==> src/rtl/scan_pkg.sv <==
// Shared definitions for the scanning line decoder.
// Provides the mode encodings, the active-low one-hot helper and a
// ceiling-log2 helper used to size the dwell prescaler.
package scan_pkg;

    localparam logic MODE_DIRECT = 1'b0;
    localparam logic MODE_SCAN   = 1'b1;

    // Widest address / output vector the helper function supports.
    localparam int unsigned MAX_SEL_W = 8;
    localparam int unsigned MAX_OUT   = 256;

    // Active-low one-hot of idx; all ones when idx is outside 0..n-1.
    function automatic logic [MAX_OUT-1:0] onehot_n(input int unsigned idx,
                                                    input int unsigned n);
        logic [MAX_OUT-1:0] v;
        v = '1;
        if ((idx < n) && (idx < MAX_OUT)) begin
            v[idx[MAX_SEL_W-1:0]] = 1'b0;
        end
        return v;
    endfunction

    // Ceiling log2; returns 0 for v <= 1.
    function automatic int unsigned clog2(input int unsigned v);
        int unsigned r;
        int unsigned x;
        r = 0;
        x = (v > 0) ? v - 1 : 0;
        while (x > 0) begin
            r = r + 1;
            x = x >> 1;
        end
        return r;
    endfunction

endpackage

==> src/rtl/scan_prescaler.sv <==
// Modulo-PRESCALE dwell counter for the scanning decoder.
// Ports:
//   clk, rst  : clock, synchronous active-high reset
//   clr       : force the count to 0 (wins over en)
//   en        : advance the count by one, wrapping after PRESCALE-1
//   count     : registered count value
//   tc        : terminal-count flag, high while count == PRESCALE-1
module scan_prescaler
    import scan_pkg::*;
#(
    parameter int unsigned PRESCALE = 16,
    parameter int unsigned CNT_W    = clog2(PRESCALE)
) (
    input  logic             clk,
    input  logic             rst,
    input  logic             clr,
    input  logic             en,
    output logic [CNT_W-1:0] count,
    output logic             tc
);

    logic [CNT_W-1:0] count_q;
    logic [CNT_W-1:0] count_d;

    // Terminal count is a decode of the registered count.
    assign tc    = (count_q == CNT_W'(PRESCALE - 1));
    assign count = count_q;

    // Next-count selection: clear beats advance.
    always_comb begin
        count_d = count_q;
        if (clr) begin
            count_d = '0;
        end else if (en) begin
            count_d = tc ? '0 : count_q + CNT_W'(1);
        end
    end

    always_ff @(posedge clk) begin
        if (rst) begin
            count_q <= '0;
        end else begin
            count_q <= count_d;
        end
    end

endmodule

==> src/rtl/scan_decoder.sv <==
// Registered SEL_W-to-NUM_OUT active-low line decoder with auto-scan.
// Direct mode decodes addr; scan mode steps an internal index every
// PRESCALE cycles to drive multiplexed display digit/row selects.
// Optional macro SCAN_BLANK_EN blanks y_n on the last cycle of each dwell.
// Ports:
//   clk, rst            : clock, synchronous active-high reset
//   mode                : 0 = direct decode, 1 = auto-scan
//   addr                : decode address (direct mode)
//   g1, g2a_n, g2b_n    : three-term enable (g1 & ~g2a_n & ~g2b_n)
//   y_n                 : registered active-low one-hot outputs
//   scan_idx            : registered scan index
//   wrap                : one-cycle pulse when scan_idx wraps to 0
module scan_decoder
    import scan_pkg::*;
#(
    parameter int unsigned SEL_W    = 3,
    parameter int unsigned NUM_OUT  = 8,
    parameter int unsigned PRESCALE = 16
) (
    input  logic               clk,
    input  logic               rst,
    input  logic               mode,
    input  logic [SEL_W-1:0]   addr,
    input  logic               g1,
    input  logic               g2a_n,
    input  logic               g2b_n,
    output logic [NUM_OUT-1:0] y_n,
    output logic [SEL_W-1:0]   scan_idx,
    output logic               wrap
);

    localparam int unsigned PRE_W = clog2(PRESCALE);

    logic               en_c;
    logic               entry_c;
    logic               run_c;
    logic               pres_tc;
    logic [PRE_W-1:0]   pres_count;
    logic               unused_count;

    logic               mode_q,  mode_d;
    logic [SEL_W-1:0]   idx_q,   idx_d;
    logic               wrap_q,  wrap_d;
    logic [NUM_OUT-1:0] y_n_q,   y_n_d;

    assign en_c    = g1 & ~g2a_n & ~g2b_n;
    // Scan entry: mode just rose, as seen by the enable-gated mode copy.
    assign entry_c = en_c & (mode == MODE_SCAN) & (mode_q == MODE_DIRECT);
    assign run_c   = en_c & (mode == MODE_SCAN) & ~entry_c;

    scan_prescaler #(
        .PRESCALE (PRESCALE),
        .CNT_W    (PRE_W)
    ) u_prescaler (
        .clk   (clk),
        .rst   (rst),
        .clr   (entry_c),
        .en    (run_c),
        .count (pres_count),
        .tc    (pres_tc)
    );

    // The dwell position itself is only needed through tc.
    assign unused_count = ^pres_count;

    // Next-state and output decode.
    always_comb begin
        mode_d = mode_q;
        idx_d  = idx_q;
        wrap_d = 1'b0;
        y_n_d  = '1;
        if (en_c) begin
            mode_d = mode;
            if (mode == MODE_DIRECT) begin
                y_n_d = NUM_OUT'(onehot_n(32'(addr), NUM_OUT));
            end else begin
                // Output shows the index held during the previous cycle.
                y_n_d = NUM_OUT'(onehot_n(32'(idx_q), NUM_OUT));
`ifdef SCAN_BLANK_EN
                if (pres_tc) begin
                    y_n_d = '1;
                end
`endif
                if (entry_c) begin
                    idx_d = '0;
                end else if (pres_tc) begin
                    if (idx_q == SEL_W'(NUM_OUT - 1)) begin
                        idx_d  = '0;
                        wrap_d = 1'b1;
                    end else begin
                        idx_d = idx_q + SEL_W'(1);
                    end
                end
            end
        end
    end

    always_ff @(posedge clk) begin
        if (rst) begin
            mode_q <= MODE_DIRECT;
            idx_q  <= '0;
            wrap_q <= 1'b0;
            y_n_q  <= '1;
        end else begin
            mode_q <= mode_d;
            idx_q  <= idx_d;
            wrap_q <= wrap_d;
            y_n_q  <= y_n_d;
        end
    end

    assign y_n      = y_n_q;
    assign scan_idx = idx_q;
    assign wrap     = wrap_q;

endmodule

==> config.mk <==
export PLATFORM = sky130hd
export DESIGN_NAME = scan_decoder
export DESIGN_NICKNAME = d
export VERILOG_FILES = /design/src/rtl/scan_pkg.sv /design/src/rtl/scan_prescaler.sv /design/src/rtl/scan_decoder.sv
export SDC_FILE = /design/constraint.sdc
export NUM_CORES = 1
export LEC_CHECK = 0
export ABC_AREA = 1
export CAP_MARGIN = 20
export CORE_MARGIN = 4
export CORE_UTILIZATION = 49
export DETAILED_ROUTE_END_ITERATION = 10
export GPL_TIMING_DRIVEN = 0
export PLACE_DENSITY = 0.81
export SYNTH_ARGS = -nofsm -noshare
export SYNTH_HDL_FRONTEND = slang
export SYNTH_SLANG_ARGS = --single-unit
==> constraint.sdc <==
create_clock -name clk -period 2.1 [get_ports clk]
set_clock_uncertainty 0.05 [all_clocks]
set_input_delay 0.42 -clock clk [delete_from_list [all_inputs] [get_ports clk]]
set_output_delay 0.42 -clock clk [all_outputs]
set_load 0.02 [all_outputs]
== After elaboration in Yosys (flattened, before gate mapping) ==
Cells that the tools add are included.

* Add/sub/neg operators: 2
* Multiplexer cells: 10
* Equality and inequality tests: 2
* $lt $le $gt $ge: 4
* Bitwise logic cells: 14
* Reduce and logical (&&, ||, !) cells: 7

{| class="wikitable"
|+ Operators with widths
! kind !! number
|-
| $lt A3 B9 Y1 const B || 2
|-
| $not A8 Y8 || 2
|-
| $mux W3 || 3
|-
| $mux W8 || 1
|-
| $not A1 Y1 || 7
|-
| $demux W1 S3 || 2
|-
| $ge A3 B1 Y1 const B || 2
|-
| $and A1 B1 Y1 || 5
|-
| $reduce_or A5 Y1 || 1
|-
| $add A4 B1 Y4 const B || 1
|-
| $eq A4 B4 Y1 const B || 1
|-
| $mux W4 || 1
|-
| $reduce_or A2 Y1 || 2
|-
| $add A3 B1 Y3 const B || 1
|-
| $eq A3 B3 Y1 const B || 1
|-
| $mux W1 || 3
|-
| $reduce_and A3 Y1 || 1
|-
| $logic_and A1 B1 Y1 || 2
|-
| $reduce_bool A2 Y1 || 1
|}

* Logic and storage cells: 44
* Output and inout bits: 12
* Input bits: 9
* Flip-flop bits (word level): 17

== Longest topological paths before layout ==
* Depth after elaboration: 7
* Depth in mapped cells: 6
* Gate-level depth less buffers: 6

== By module ==
A second synthesis with hierarchy kept.

* Cells, all modules: 106
* Area, all modules: 812.0 sq um

{| class="wikitable"
|+ By module, submodules not included
! module !! cells an instance !! area each (sq um) !! instances
|-
| scan_decoder || 79 || 619.3 || 1
|-
| scan_prescaler || 27 || 192.7 || 1
|}

== Worst setup path before layout ==
No wires, ideal clock.

* Kind: reg2reg
* Start point: reg idx_q[1] (netlist: scan_idx[1])
* End point: reg idx_q[2] (netlist: scan_idx[2])
* Cell stages (with the launch flop): 5
* Arrival: 1046 ps
* Period minus slack after synthesis: 1209 ps
* Data required time: 1937 ps
* Setup slack: 891 ps
* Library setup time: 113 ps
* Cells stage by stage: dfxtp_1 -> ha_1 -> ha_1 -> nand3_1 -> nand2_1

* Cells in the longest elaborated chain, start to end: 4
* Elaborated cells between the ends (all ways): 5

{| class="wikitable"
|+ Ends and longest elaborated chain
! element !! line !! text
|-
| start: declaration || scan_decoder.sv:42 || <nowiki>logic [SEL_W-1:0] idx_q, idx_d;</nowiki>
|-
| start signal: assignment || scan_decoder.sv:106 || <nowiki>idx_q <= idx_d;</nowiki>
|-
| $add A3 B1 Y3 / $eq A3 B3 Y1 (equally long branches) || scan_decoder.sv:91, scan_decoder.sv:87 ||
|-
| $mux W3 (*) || scan_decoder.sv:87 || <nowiki>if (idx_q == SEL_W'(NUM_OUT - 1)) begin</nowiki>
|-
| $mux W3 (*) || scan_decoder.sv:86 || <nowiki>end else if (pres_tc) begin</nowiki>
|-
| $mux W3 (*) || scan_decoder.sv:84 || <nowiki>if (entry_c) begin</nowiki>
|}

Every way passes the cells marked *; elsewhere a longest branch is shown, timed or not. The select of a mux whose other input is x is not followed.
A chain may end at the register's enable or synchronous reset.

== Final worst setup path ==
* Start point: reg idx_q[1] (netlist: scan_idx[1])
* End point: out scan_idx[1]

{| class="wikitable"
|+ RTL lines
! element !! line !! text
|-
| end: declaration || scan_decoder.sv:28 || <nowiki>output logic [SEL_W-1:0] scan_idx,</nowiki>
|}

No word-level cell between the ends.

==> results <==
-- area by class of cell --
type / count / area share, %
buffer: 2 / 1.11
clock buffer: 4 / 2.60
sequential: 17 / 33.6
timing repair buffer: 19 / 18.8
multi-input combinational: 72 / 38.2
inverter: 10 / 3.71
tap: 16 / 1.98
-- worst max-delay path by stage --
stage                  endpoint  slack [ps]  cells past startpoint
finish              scan_idx[1]         240                      1
global route        scan_idx[1]         150                      1
CTS                 scan_idx[1]         210                      1
detailed placement         wrap         370                      6
global placement           wrap         430                      6
floorplan           scan_idx[2]         890                      4
-- worst reg2reg max path: cells and delay by family (launching register included) --
kind,cells,cell delay [ps]
flops,1,350
fa+ha+maj,1,240
compound gates,1,240
simple gates,4,390
-- per-layer routing --
metal / global-route usage, % / share of wire, % / up-vias
met5: 0 / 0 / -
met1: 20.8 / 43 / 336
li1: - / - / 389
met4: 9.68 / 0.81 / 0
met3: 3.38 / 8.1 / 2
met2: 26.6 / 47 / 28
-- kinds of logic (layout without fill, tap and decap cells) --
kind of cell / after synthesis / in the layout / synth area share (%)
buffers and inverters: 12 / 35 / 6.29
adder cells (fa/ha/maj): 3 / 3 / 4.84
XOR/XNOR: 1 / 1 / 1.13
AND/OR/NAND/NOR: 51 / 51 / 30.8
flip-flops: 17 / 17 / 43.9
AO/OA/AOI/OAI: 17 / 17 / 13.1
-- power breakdown --
part           switching, mW  internal, mW
Sequential           0.00144         0.324
Clock                 0.0924        0.0737
Combinational         0.0276        0.0230
-- sequential cells by signal, indices dropped and copies added (netlist names) --
signal	flops
y_n	8
u_prescaler.count	4
scan_idx	3
mode_q	1
wrap	1
-- cell usage in the layout (no fill, tap or decap), drive strengths merged --
cell type / Yosys / final
o32ai: 1 / 1
nor2: 8 / 8
clkdlybuf4s50: 0 / 19
ha: 3 / 3
dfxtp: 17 / 17
inv: 10 / 10
clkbuf: 1 / 5
or2: 2 / 2
nand3: 12 / 12
a21oi: 5 / 5
xor2: 1 / 1
nor3: 3 / 3
and3: 1 / 1
o21ai: 6 / 6
nand2: 23 / 23
o31ai: 2 / 2
buf: 1 / 1
o22ai: 3 / 3
nand4: 2 / 2
==> impl_metrics.csv <==
group,metric,value,unit
clock_network,cts_hold_buf,0,
timing,final.setup.worst_slack,236,ps
final_layout,nNetsFinal,137,
synthesis,synth_edf_count,0,
grt,grtUsageTotal,16.7,%
synthesis,synth_seq_cells,17,
route,drtAntennaViolNets,0,
route,dr.pass1.iters,4,
floorplanning,initial_core_util,51.5,%
placement,place_area,986,um2
timing,worst_slew_pin_slew,324,ps
timing,min_period_over_period,88.8,%
synthesis,synth-seq-area-share,43.9,%
final_layout,multi_input_comb_area,387,um2
placement,place.gp.congestion,0.920,
final_layout,drive_gt1_share,10.5,%
setup_path,worstReg2RegEnd,"u_prescaler.count[3]",
run,cap_viol_max_count,0,
grt,grt_pass1_wl,2690,um
synthesis,netlist_area,776,um2
final_layout,seqCellArea,340,um2
final_layout,area_delta_synth_final,30.5,%
clock_network,htreeDepth,1,
synthesis,syn_avg_cell_area,7.68,um2
setup_path,cp_top_family,"buffers and inverters",
setup_path,crit_start,"scan_idx[1]",
grt,gr-total-overflow,0,
setup_path,cp_slowest_cell,"clkdlybuf4s50_1",
synthesis,synth_cell_types,23,
placement,dp_cells,136,
pwr,peakVddDrop,0.325,mV
final_layout,design_area,1010,um2
final_layout,layout.cells.non_filler,140,
synthesis,synth_ff_type,"dfxtp_1",
clock_network,cts.sinks,17,
setup_path,rrSetupSlack,790,ps
floorplanning,num_rows,14,
synthesis,async_flop_share,0,%
pwr,p_per_area,535,nW/um2
route,drt_wl_total,1600,um
setup_path,crit_required,1630,ps
placement,place.port_buffers,19,
synthesis,synth_nets,113,
route,vias,755,
synthesis,netlist.area_leader.share,43.9,%
timing,finalHoldViolCount,0,
synthesis,syn-instance-count,101,
floorplanning,die_y,47.8,um
route,wl_per_cell,11.4,um
final_layout,n_antenna_cell,0,
clock_network,cts-root-buf,"clkbuf_4",
route,drc,0,
setup_path,crit_fanout,8,
min_path,hold_end,"y_n[4]",
timing,setup_tns,0,ps
pwr,total_power,542,uW
clock_network,cts_made_buffers,3,
floorplanning,fp.dieArea,2280,um2
setup_path,ff2ff_path_depth,6,
grt,grt_max_degree,10,
timing,rsz0062_at_grt,"false",
timing,whs,411,ps
setup_path,worstPathCellList,"clkdlybuf4s50_1",
clock_network,cts_tree,"built",
synthesis,yosysTopAreaCell,"dfxtp_1",
route,vias_per_cell,5.39,
outcome,outcome,"complete, no violations",
synthesis,yosys_warnings,0,
synthesis,synth_area_leaders,"dfxtp_1 44%, nand2_1 11%, nand3_1 7.7%",
clock_network,clk_pin_slew_worst_paths,90,ps
min_path,hp-class,"in2reg",
min_path,hold-path-cell-count,3,
setup_path,slowest_delay,660,ps
floorplanning,coreArea,1510,um2
final_layout,n_fill_cell,138,
pwr,power.leakage,0.413,nW
timing,fmax,0.536,GHz
clock_network,cts_repair_resize_count,0,
timing,setup_viol,0,
setup_path,cp-end-kind,"output pin",
timing,maxSlewViolCount,0,
synthesis,yosysMostFrequentCell,"nand2_1",
timing,fin_crit,1860,ps
placement,dpl_worst_slack,373,ps
clock_network,postCtsSetupBuffers,0,
timing,slew_headroom,78.4,%
setup_path,path_buf_inv,1,
floorplanning,die_w,47.8,um
min_path,min_from,"mode",
setup_path,cp.arrival,1390,ps
final_layout,utilization,67.2,%
setup_path,start_kind,"flip-flop",
clock_network,clock_latency,280,ps
route,drtIter0Drc,16,
grt,grt_pass1_vias,682,
synthesis,synth_commonest_cells,"23 x nand2_1, 17 x dfxtp_1, 12 x nand3_1, 7 x inv_1",
placement,place_hpwl,1240,um
clock_network,cts_buffer_depth,2,
setup_path,critPathKind,"reg2out",
grt,antenna_found_initial,0,
floorplanning,ios,21,
setup_path,worst_r2r_startpoint,"u_prescaler.count[0]",
No activity file was read; power rests on OpenSTA's default activity.
==> RTL change: new RTL, same settings <==
Add a define of `SCAN_BLANK_EN`.
--- a/src/rtl/scan_decoder.sv
+++ b/src/rtl/scan_decoder.sv
@@ -10,6 +10,8 @@
 //   y_n                 : registered active-low one-hot outputs
 //   scan_idx            : registered scan index
 //   wrap                : one-cycle pulse when scan_idx wraps to 0
+`define SCAN_BLANK_EN
+
 module scan_decoder
     import scan_pkg::*;
 #(
Formal check against the unedited RTL: same outputs for any inputs over 10 cycles, from zero or initial values and one cycle with rst high; that may be too few to reach the edited logic, so the function may still have changed.
==> RTL change against the unedited design <==
Cell area rose by 3.0%. Routed wire length rose by 4.8%. Count of clock-buffer cells in the layout did not move. Synthesized cell count rose by 7.9%. Synthesized area rose by 2.6%. Sequential share of layout area fell by 0.97 points. Power rose by 2.0%. Core utilization rose by 1.2 points. Setup slack got worse by 73 ps. Register-to-register slack got worse by 70 ps. Sequential cell count did not move. Largest power group unchanged. Highest routed layer unchanged.
==> RTL change: results (changes against the unedited design) <==
stage,metric,value,unit,change
critical_path,Setup crit end,scan_idx[0],,was scan_idx[1]
pwr,Clock group,179,uW,was 166 uW
outcome,status,completed,,unchanged
global_routing,global-route wire length before repair,2697,microns,was 2691 microns
critical_path,worst reg2reg startpoint,scan_idx[0]$_SDFFE_PP0P_,,was u_prescaler.count[0]$_SDFFE_PP0P_
synthesis,XOR/XNOR Fraction of Synth Area,0.01101,,was 0.01129
global_routing,vias in the first global route,665,,was 682
global_routing,GR Util met1,0.1676,,was 0.2078
synthesis,ranking of synthesized cells by area,"dfxtp_1 (43%), nand2_1 (15%), nand3_1 (8.8%)",,"was dfxtp_1 (44%), nand2_1 (11%), nand3_1 (7.7%)"
detailed_routing,metal1 wirelength,776,microns,was 694 microns
min_path,Worst Hold Depth,2,,was 3
finish,share of post-route cells with drive strength above 1,0.06015,,was 0.1048
critical_path,FF-to-FF path depth,5,,was 6
synthesis,post-synthesis sequential area ratio,0.4277,,was 0.4387
detailed_routing,routed len/inst,11.22,microns,was 11.40 microns
pwr,VDD IR max,371.5,uV,was 324.5 uV
finish,nets@finish,146,,was 137
placed_design,I/O Buffers,20,,was 19
synthesis,Synth top cells by count,"nand2_1 (31), dfxtp_1 (17), inv_1 (15)",,"was nand2_1 (23), dfxtp_1 (17), nand3_1 (12)"
pwr,Pleak,0.4529,nW,was 0.4131 nW
synthesis,Compound-Gate Fraction of Synth Area,0.1179,,was 0.1306
detailed_routing,WL met2,768,microns,was 757 microns
critical_path,"Arr. time, crit path",1470,ps,was 1390 ps
critical_path,critical-path maximum fanout,9,,was 8
detailed_routing,vias,784,,was 755
timing,slew margin rel.,0.7679,,was 0.7840
min_path,hold path start,u_prescaler.count[1]$_SDFFE_PP0P_,,was mode
detailed_routing,Iter 0 DRT Violations,14,,was 16
detailed_routing,metal3 WL,94,microns,was 130 microns
placed_design,placer congestion estimate,0.8158,,was 0.9203
critical_path,worst reg-to-reg setup slack,720,ps,was 790 ps
synthesis,Synth Area in Adders,0.04717,,was 0.04839
==> RTL change: cell count changes in the layout (fill, tap and decap cells not counted), sizes merged, moves of 2 or more <==
cell / unedited run / this run
o21ai: 6 / 1
nand2: 23 / 31
o31ai: 2 / 0
nand3: 12 / 14
o22ai: 3 / 8
nor3: 3 / 1
inv: 10 / 15
==> RTL change: metrics by stage <==
step,power [mW],instance area (sq um),setup WS (ps),cells
after floorplan,0.3559,795.8,779.1,109
after global placement,0.3800,1016,339.5,145
after detailed placement,0.3811,1016,328.5,145
after CTS,0.5538,1042,154.0,149
after global routing,0.5749,1042,84.45,149
final,0.5528,1042,163.2,149
==> RTL change: layout make-up <==
cell class	instances	area [sq um]
Fill cell	143	481.7
Multi-Input combinational cell	77	399.1
Sequential cell	17	340.3
Timing Repair Buffer	20	200.2
Inverter	15	56.30
Clock buffer	4	26.28
Tap cell	16	20.02
